$ cat config.mk
export PLATFORM = sky130hd
export DESIGN_NAME = wb_slave_translator
export DESIGN_NICKNAME = d
export VERILOG_FILES = /design/src/rtl/wb_slave_translator.sv
export SDC_FILE = /design/constraint.sdc
export NUM_CORES = 1
export LEC_CHECK = 0
export ABC_AREA = 1
export CAP_MARGIN = 20
export CORE_MARGIN = 1.5
export CORE_UTILIZATION = 43
export DETAILED_ROUTE_END_ITERATION = 10
export PLACE_DENSITY = 0.86
export SYNTH_ARGS = -nofsm -noshare
export SYNTH_HDL_FRONTEND = slang
export SYNTH_SLANG_ARGS = --single-unit
$ cat constraint.sdc
create_clock -name clk_i -period 4 [get_ports clk_i]
set_clock_uncertainty 0.05 [all_clocks]
set_input_delay 0.4 -clock clk_i [delete_from_list [all_inputs] [get_ports clk_i]]
set_output_delay 0.4 -clock clk_i [all_outputs]
set_load 0.02 [all_outputs]
$ cat src/rtl/wb_slave_translator.sv
// ---------------------------------------------------------------------------
// wb_slave_translator
//
// Wishbone classic slave that converts every single-beat Wishbone access into
// one request on a req / wdata / rdata valid-ready stream interface. Only one
// access is in flight at a time and every request has req_len = 1.
//
// Optional feature (compile-time macro): WB_ERR_EN
//   Adds wb_err_o. Accesses whose byte address falls outside the window
//   (ADDR_BASE / ADDR_MASK) are answered with a one-cycle error and never
//   reach the stream side.
//
// Ports
//   clk_i, rst_ni          clock (rising edge), async active-low reset
//   wb_cyc_i, wb_stb_i     Wishbone cycle / strobe
//   wb_we_i, wb_sel_i      write enable, byte lane selects
//   wb_adr_i, wb_dat_i     word address (byte addr [31:2]), write data
//   wb_dat_o, wb_ack_o     read data, acknowledge
//   wb_err_o               error acknowledge (WB_ERR_EN only)
//   req_valid/ready        request handshake
//   req_we/len/mask/addr   request payload
//   wdata_valid/ready      write-data handshake, wdata payload
//   rdata_valid/ready      read-data handshake, rdata payload
// ---------------------------------------------------------------------------
module wb_slave_translator #(
   parameter logic [31:0] ADDR_BASE = 32'h0000_0000,
   parameter logic [31:0] ADDR_MASK = 32'hFFFF_0000
) (
   input  logic        clk_i,
   input  logic        rst_ni,
   input  logic        wb_cyc_i,
   input  logic        wb_stb_i,
   input  logic        wb_we_i,
   input  logic [3:0]  wb_sel_i,
   input  logic [29:0] wb_adr_i,
   input  logic [31:0] wb_dat_i,
   output logic [31:0] wb_dat_o,
   output logic        wb_ack_o,
`ifdef WB_ERR_EN
   output logic        wb_err_o,
`endif
   output logic        req_valid,
   input  logic        req_ready,
   output logic        req_we,
   output logic [2:0]  req_len,
   output logic [3:0]  req_mask,
   output logic [31:0] req_addr,
   output logic        wdata_valid,
   input  logic        wdata_ready,
   output logic [31:0] wdata,
   input  logic        rdata_valid,
   output logic        rdata_ready,
   input  logic [31:0] rdata
);

   typedef enum logic [2:0] {S_IDLE, S_REQ, S_RD, S_ACK, S_ERR} state_t;

   state_t state_q, state_d;

   logic req_done_q, wd_done_q;
   logic start, addr_hit;
   logic req_hs, wd_hs, rd_hs;
   logic req_fin, wd_fin;

   assign start  = wb_cyc_i && wb_stb_i && !wb_ack_o;
   assign req_hs = req_valid && req_ready;
   assign wd_hs  = wdata_valid && wdata_ready;
   assign rd_hs  = rdata_ready && rdata_valid;

   // A handshake counts as finished if it happened earlier or happens now.
   // Reads never raise wdata_valid, so their write-data side is trivially done.
   assign req_fin = req_done_q || req_hs;
   assign wd_fin  = wd_done_q || wd_hs || !req_we;

`ifdef WB_ERR_EN
   assign addr_hit = (({wb_adr_i, 2'b00} & ADDR_MASK) == (ADDR_BASE & ADDR_MASK));
`else
   // The window parameters only matter when address checking is built in.
   logic unused_window;
   assign unused_window = ^{ADDR_BASE, ADDR_MASK};
   assign addr_hit      = 1'b1;
`endif

   // ---------------- state register ----------------
   always_ff @(posedge clk_i or negedge rst_ni) begin
      if (!rst_ni) state_q <= S_IDLE;
      else         state_q <= state_d;
   end

   // ---------------- next-state logic ----------------
   always_comb begin
      state_d = state_q;
      case (state_q)
         S_IDLE: if (start) state_d = addr_hit ? S_REQ : S_ERR;
         S_REQ: begin
            if (req_we) begin
               if (req_fin && wd_fin) state_d = S_ACK;
            end else if (req_fin) begin
               state_d = S_RD;
            end
         end
         S_RD:    if (rd_hs) state_d = S_ACK;
         S_ACK:   state_d = S_IDLE;
         S_ERR:   state_d = S_IDLE;
         default: state_d = S_IDLE;
      endcase
   end

   // ---------------- outputs decoded from state ----------------
   // The ack/err is only given if the master is still in the cycle; a master
   // that gave up sees nothing, while the downstream side was already finished.
   always_comb begin
      wb_ack_o = (state_q == S_ACK) && wb_cyc_i && wb_stb_i;
`ifdef WB_ERR_EN
      wb_err_o = (state_q == S_ERR) && wb_cyc_i && wb_stb_i;
`endif
   end

   // ---------------- registered stream-side datapath ----------------
   always_ff @(posedge clk_i or negedge rst_ni) begin
      if (!rst_ni) begin
         req_valid   <= 1'b0;
         req_we      <= 1'b0;
         req_len     <= 3'd0;
         req_mask    <= 4'd0;
         req_addr    <= 32'd0;
         wdata_valid <= 1'b0;
         wdata       <= 32'd0;
         rdata_ready <= 1'b0;
         wb_dat_o    <= 32'd0;
         req_done_q  <= 1'b0;
         wd_done_q   <= 1'b0;
      end else begin
         case (state_q)
            S_IDLE: begin
               if (start && addr_hit) begin
                  req_we      <= wb_we_i;
                  req_len     <= 3'd1;
                  req_mask    <= wb_sel_i;
                  req_addr    <= {wb_adr_i, 2'b00};
                  wdata       <= wb_dat_i;
                  req_valid   <= 1'b1;
                  wdata_valid <= wb_we_i;
                  req_done_q  <= 1'b0;
                  wd_done_q   <= 1'b0;
               end
            end
            S_REQ: begin
               if (req_hs) begin
                  req_valid  <= 1'b0;
                  req_done_q <= 1'b1;
               end
               if (wd_hs) begin
                  wdata_valid <= 1'b0;
                  wd_done_q   <= 1'b1;
               end
               if (state_d == S_RD) rdata_ready <= 1'b1;
            end
            S_RD: begin
               if (rd_hs) begin
                  wb_dat_o    <= rdata;
                  rdata_ready <= 1'b0;
               end
            end
            default: ;
         endcase
      end
   end

endmodule

**Word level (Yosys, flattened, before mapping)**

Cells that the tools add are included.

- Reduce and logical (&&, ||, !) cells: 21
- Eq/ne operators: 9
- Mux-type cells: 20

Operator list:

| kind | count |
|---|---|
| two-way mux 3 bit | 5 |
| != test 2 bit, second input constant | 5 |
| one-hot mux 1 bit (2 select lines) | 5 |
| equality test 3 x 2 -> 1 bit, second input constant | 3 |
| two-way mux 1 bit | 9 |
| one-hot mux 3 bit (3 select lines) | 1 |
| AND reduction 3 bit | 3 |
| logical AND 1 bit | 8 |
| AND reduction 2 bit | 2 |
| nonzero test 2 bit | 2 |
| equality test 3 x 1 -> 1 bit, second input constant | 1 |
| zero test 3 bit | 1 |
| logical OR 1 bit | 3 |
| zero test 1 bit | 2 |

- Input bits: 106
- Output and inout bits: 108
- Flip-flop bits (word level): 108
- Logic and storage cells: 62

**Logic depth before layout (Yosys ltp)**

Gate-level depths: netlist of the first run.

- Word-level depth: 10
- Gate-level depth with buffers: 6
- Mapped depth without buffers: 6

**Worst setup path before layout of the first run**

OpenSTA, ideal clock, no wires.

- Kind: input-to-output
- Start: input port wb_cyc_i
- End: output port wb_ack_o
- Stages: 2
- Path buffers: 0
- Arrival time: 991 ps
- Path slack: 2,559 ps
- Required time: 3,550 ps
- Path through: nand2_1 > nor3_1

- Word-level cells in the longest chain between the ends: 2

Ends and longest elaborated chain:

| item | line | RTL |
|---|---|---|
| start, declared | 31 | `input logic wb_cyc_i,` |
| logical AND 1 bit (2 in a row) | 113 | `wb_ack_o = (state_q == S_ACK) && wb_cyc_i && wb_stb_i;` |
| end, declared | 38 | `output logic wb_ack_o,` |

No other way between the ends.

**Worst setup path in the final report of the first run**

- Start: register rdata_ready
- End: output port rdata_ready

RTL lines:

| item | line | RTL |
|---|---|---|
| start, declared | 52 | `output logic rdata_ready,` |
| start signal, assigned | 129 | `rdata_ready <= 1'b0;` |
| start signal, assigned | 157 | `if (state_d == S_RD) rdata_ready <= 1'b1;` |
| start signal, assigned | 162 | `rdata_ready <= 1'b0;` |

No word-level cell between the ends.

==> impl_metrics.yaml, run 1 <==
route:
  routed_via_density: 4.71
  drt_iter0_markers: 86
  vias: 3812
  postRouteAntennaNets: 0
  drc: 0
  wirelength_um: 11000
  firstDrtPassIters: 4
  wl_per_cell_um: 13.6
worst_setup_path:
  path_class: "register to output port"
  cp_data_required_time_ps: 3550
  rr_endpoint: "req_we"
  reg2regPathDepth: 6
  worst_path_largest_cell_delay_ps: 740
  end_kind: "output port"
  cp-start-kind: "register"
  path_cells: "buf_4 -> clkdlybuf4s50_1"
  cp-endpoint: "rdata_ready"
  worstPathArrival_ps: 2080
  r2r_slack_ps: 1930
  cpMaxStageDelayCell: "dfrtp_1"
  worstPathMaxFanout: 19
  cp-startpoint: "rdata_ready"
  r2r-start: "state_q[0]"
logic_synthesis:
  yosysWarnings: 0
  syn_area_um2: 4210
  seq_area_frac_synth_pct: 64.2
  synth_cell_types: 18
  syn_avg_cell_area_um2: 8.90
  ys_ff_latch: 108
  synth_cells: 473
clocking:
  cts_setup_buffers: 0
  ctsResizeCount: 0
  cts.htree.levels: 3
  clk_latency_ps: 350
  cts_root_buffer: "clkbuf_8"
  clk_pin_slew_ps: 100
  cts-buffers-inserted: 9
  cts_sinks: 108
  holdBufCountCts: 0
  cts_buffer_depth: 2
  cts_tree: "done"
floorplanning:
  die_h_um: 102
  core_area_um2: 9370
  initial_core_util_pct: 44.9
  dieArea_um2: 10400
  num_rows: 35
  die_x_um: 102
  io_pins: 214
timing:
  period_needed_ps: 2530
  max_freq_ghz: 0.396
  timing.final.crit_share_pct: 63.2
  finalSetupViolCount: 0
  setup_slack_ps: 1470
  finalSetupTns_ps: 0
  rsz0062_at_grt: "false"
  slew-limit-headroom_pct: 40.6
  tightest_slew_ps: 891
  hold_viol: 0
  slew_violations: 0
global_routing:
  grt_pass1_wl_um: 17300
  grt_pass1_vias: 3762
  grt-ovfl-total: 0
  antenna_found_initial: 0
  grt_usage_pct: 21.2
  grt_start_max_net_pins: 74
power_and_ir_drop:
  power_frac_seq_pct: 42.5
  leakagePower_nw: 3.22
  pwr-share-clk_pct: 15.6
  p_switching_w: 0.00142
  sw_frac_of_total_pct: 36.9
  p_comb_share_pct: 41.9
  vdd_drop_max_uv: 341
  p_per_area_nw_per_um2: 588
  p_int_w: 0.00243
placement:
  place_congestion: 0.783
  dp_hpwl_um: 8100
  pre_cts_ws_ps: 1640
  portBuffers: 209
cells_and_area:
  drive_gt1_share_pct: 3.82
  n_antenna_cell: 0
  nets: 781
  syn2layout_area_growth_pct: 55.8
min_path:
  min_path_type: "input port to async pin"
run_status:
  status: "complete, no violations"
run:
  maxCapViolCount: 0
## area by class of cell
| class | count | area [um2] |
|---|---|---|
| tap | 129 | 161 |
| sequential | 108 | 2700 |
| clock inverter | 6 | 50.0 |
| clock buffer | 10 | 128 |
| timing repair buffer | 215 | 2150 |
| multi-input combinational | 333 | 1330 |
| inverter | 8 | 30.0 |
| fill | 752 | 2820 |
## power groups by stage
stage	Sequential, W	Combinational (W)	Clock, W
2_1_floorplan	0.00202	0.000355	0
3_3_place_gp	0.00164	0.00159	0
3_5_place_dp	0.00165	0.00163	0
4_1_cts	0.00164	0.00163	0.000618
5_1_grt	0.00168	0.00174	0.000656
6_report	0.00164	0.00161	0.000601
## flip-flops by register name, indices dropped and copies added, names as in the netlist, 3 cells and up
signal and count:
req_addr 30, wdata 32, wb_dat_o 32, state_q 3
req_mask 4
## how the worst min path moves through the flow
stage               from           to  slack, ps  cells past startpoint
3_5_place_dp   wdata[22]    wdata[22]        410                      2
6_report          rst_ni     wdata[9]        110                      1
3_3_place_gp   wdata[28]    wdata[28]        400                      2
4_1_cts           rst_ni     wdata[9]        130                      1
2_1_floorplan     rst_ni  rdata_ready         50                      0
5_1_grt           rst_ni    wdata[11]        180                      1
## critical path: cells and delay by family, from the launching register on
family | cells | cell delay, ps
DFF | 1 | 740
buffers and inverters | 2 | 970
## stage by stage
step | utilization [%] | std cells | cell area [um2] | total power [W] | hold slack, ps
6_report | 69.9 | 809 | 6550 | 0.00385 | 110
5_1_grt | 69.9 | 809 | 6550 | 0.00408 | 183
4_1_cts | 69.9 | 809 | 6550 | 0.00389 | 126
3_5_place_dp | 68.0 | 793 | 6380 | 0.00329 | 408
3_3_place_gp | 67.7 | 792 | 6350 | 0.00323 | 402
2_1_floorplan | - | 477 | 4220 | 0.00238 | 54.4
## metal layers
layer / global-route usage, % / share of wire (%)
met1: 25.4 / 39
met2: 36.4 / 50
met3: 5.54 / 8.4
met4: 9.17 / 3.0
met5: 0 / 0
## synth_stat cells
cell | number | area share (%)
nand2_1 | 276 | 25
dfrtp_1 | 108 | 64
nand3_1 | 36 | 4.3
buf_2 | 10 | 1.2
buf_4 | 8 | 1.4
clkbuf_1 | 8 | 0.71
inv_1 | 8 | 0.71
nand4_1 | 3 | 0.45
nor2_1 | 3 | 0.27
a21oi_1 | 2 | 0.24
buf_6 | 2 | 0.54
nor2_2 | 2 | 0.30
o21ai_0 | 2 | 0.24
conb_1 | 1 | 0.089
nor2_4 | 1 | 0.27
nor3_1 | 1 | 0.12
o21a_1 | 1 | 0.18
or2_2 | 1 | 0.15
## cells by family after synthesis
group | share of synthesized area (%)
AOI/OAI and AO/OA | 0.654
buffers and inverters | 4.58
DFF | 64.2
other | 0.0891
and+or+nand+nor | 30.4
## cells in the final DEF (no fill, tap or decap)
cell	instances
clkbuf_1	1
o21ai_0	2
dfrtp_1	108
nor3_1	1
nand3_1	36
or2_2	1
conb_1	5
nor2_2	2
clkdlybuf4s50_1	208
clkbuf_8	9
o21a_1	1
a21oi_1	2
clkinv_4	3
nor2_4	1
nor2_1	3
clkinvlp_4	2
inv_1	8
buf_4	6
nand2_1	276
nand4_1	3
buf_16	1
inv_6	1
No activity file was read; power rests on OpenSTA's default activity.
==> run 2: changes to the inputs <==
--- a/config.mk
+++ b/config.mk
@@ -8,9 +8,9 @@
 export ABC_AREA = 1
 export CAP_MARGIN = 20
 export CORE_MARGIN = 1.5
-export CORE_UTILIZATION = 43
+export CORE_UTILIZATION = 40
 export DETAILED_ROUTE_END_ITERATION = 10
-export PLACE_DENSITY = 0.86
+export PLACE_DENSITY = 0.8
 export SYNTH_ARGS = -nofsm -noshare
 export SYNTH_HDL_FRONTEND = slang
 export SYNTH_SLANG_ARGS = --single-unit
==> constraint.sdc (replaced) <==
create_clock -name clk_i -period 2.6 [get_ports clk_i]
set_clock_uncertainty 0.05 [all_clocks]
set_input_delay 0.26 -clock clk_i [delete_from_list [all_inputs] [get_ports clk_i]]
set_output_delay 0.26 -clock clk_i [all_outputs]
set_load 0.02 [all_outputs]
==> impl_metrics.yaml, run 2 (same netlist as run 1, synthesis figures left out) <==
worst_setup_path:
  cp_data_required_time_ps: 2290
  path_cells: "clkdlybuf4s50_1"
  worstPathMaxFanout: 19
  worstPathArrival_ps: 1860
  end_kind: "output port"
  crit_buf_inv: 1
  cpMaxStageDelayCell: "dfrtp_1"
  rr_endpoint: "wb_dat_o[23]"
  reg2regPathDepth: 4
  cp_top_family: "flip-flops"
  path_class: "register to output port"
  r2r-start: "rdata_ready"
  r2r_slack_ps: 950
  worst_path_largest_cell_delay_ps: 780
  cp-start-kind: "register"
min_path:
  min_path_type: "input port to register"
  hold-path-endpoint: "req_addr[9]"
  hold_depth: 3
  hold_start: "wb_adr_i[7]"
power_and_ir_drop:
  pwr-share-clk_pct: 16.5
  p_int_w: 0.00380
  p_comb_share_pct: 41.6
  p_switching_w: 0.00220
  p_per_area_nw_per_um2: 910
  leakagePower_nw: 3.25
  sw_frac_of_total_pct: 36.7
  power_frac_seq_pct: 41.9
  vdd_drop_max_uv: 436
cells_and_area:
  final_cells: 818
  syn2layout_area_growth_pct: 56.9
  most-common-layout-cells: "nand2_1, clkdlybuf4s50_1, dfrtp_1, nand3_1, clkbuf_8"
  nets: 783
  drive_gt1_share_pct: 4.11
  n_antenna_cell: 0
  finalInstanceArea_um2: 6600
  reg_top3: "wb_dat_o (32), wdata (32), req_addr (30)"
  layout_commonest_cell: "nand2_1"
timing:
  finalSetupViolCount: 0
  slew-limit-headroom_pct: 54.5
  setup_slack_ps: 428
  hold_viol: 0
  slew_violations: 0
  finalSetupTns_ps: 0
  timing.hold.ws_ps: 373
  period_needed_ps: 2170
  timing.final.crit_share_pct: 83.5
  rsz0062_at_grt: "false"
  max_freq_ghz: 0.460
  tightest_slew_ps: 683
placement:
  dp_cells: 801
  place_congestion: 0.773
  portBuffers: 209
  dp_hpwl_um: 8110
  postPlaceCellArea_um2: 6400
  pre_cts_ws_ps: 601
clocking:
  cts_buffer_depth: 2
  cts_setup_buffers: 0
  cts_sinks: 108
  cts_tree: "done"
  clk_latency_ps: 350
  cts-buffers-inserted: 9
  cts_root_buffer: "clkbuf_8"
  cts.htree.levels: 3
  holdBufCountCts: 1
  clk_pin_slew_ps: 110
  ctsResizeCount: 0
route:
  postRouteAntennaNets: 0
  wirelength_um: 11300
  drt_iter0_markers: 230
  vias: 3802
  drc: 0
  firstDrtPassIters: 5
  routed_via_density: 4.65
  wl_per_cell_um: 13.9
global_routing:
  grt_usage_pct: 20.4
  grt-ovfl-total: 0
  grt_start_max_net_pins: 73
  antenna_found_initial: 0
  grt_pass1_wl_um: 18200
  grt_util_met3_pct: 5.01
  use_met2_pct: 34.5
  grt_pass1_vias: 3783
  grtUsageMet1_pct: 25.8
  busiest_layer: "met2"
floorplanning:
  die_x_um: 106
  initial_core_util_pct: 40.9
  io_pins: 214
  die_h_um: 106
  core_area_um2: 10300
  num_rows: 37
  dieArea_um2: 11100
run_status:
  status: "complete, no violations"
run:
  maxCapViolCount: 0
## run 2: cell type report
type	instances	area [um2]
Inverter	8	30.0
Fill cell	887	3670
Multi-Input combinational cell	333	1330
Clock inverter	5	45.0
Tap cell	136	170
Clock buffer	11	151
Sequential cell	108	2700
Timing Repair Buffer	217	2180
## run 2: power groups by stage
stage	Clock (W)	Combinational, W	Sequential [W]
5_1_grt	0.00108	0.00268	0.00258
3_3_place_gp	0	0.00248	0.00251
6_report	0.000990	0.00250	0.00252
2_1_floorplan	0	0.000545	0.00311
3_5_place_dp	0	0.00252	0.00255
4_1_cts	0.00103	0.00253	0.00252
## run 2: routing by layer
metal	up-vias	part of all wire, %
li1	1845	-
met2	138	49
met5	-	0
met3	18	6.9
met4	0	1.9
met1	1801	42
## run 2: how the worst max path moves through the flow
| stage | start | to | depth (start not counted) |
|---|---|---|---|
| detailed placement | wb_stb_i | wb_ack_o | 4 |
| CTS | rdata_ready | rdata_ready | 1 |
| finish | rdata_ready | rdata_ready | 1 |
| global route | rdata_ready | rdata_ready | 1 |
| global placement | wb_cyc_i | wb_ack_o | 4 |
| floorplan | rdata_ready | wb_dat_o[0] | 5 |
## run 2: through the flow
stage               utilization [%]  power, W
finish                         64.3   0.00601
global route                   64.3   0.00634
CTS                            64.3   0.00608
detailed placement             62.2   0.00507
global placement               62.2   0.00499
floorplan                         -   0.00365
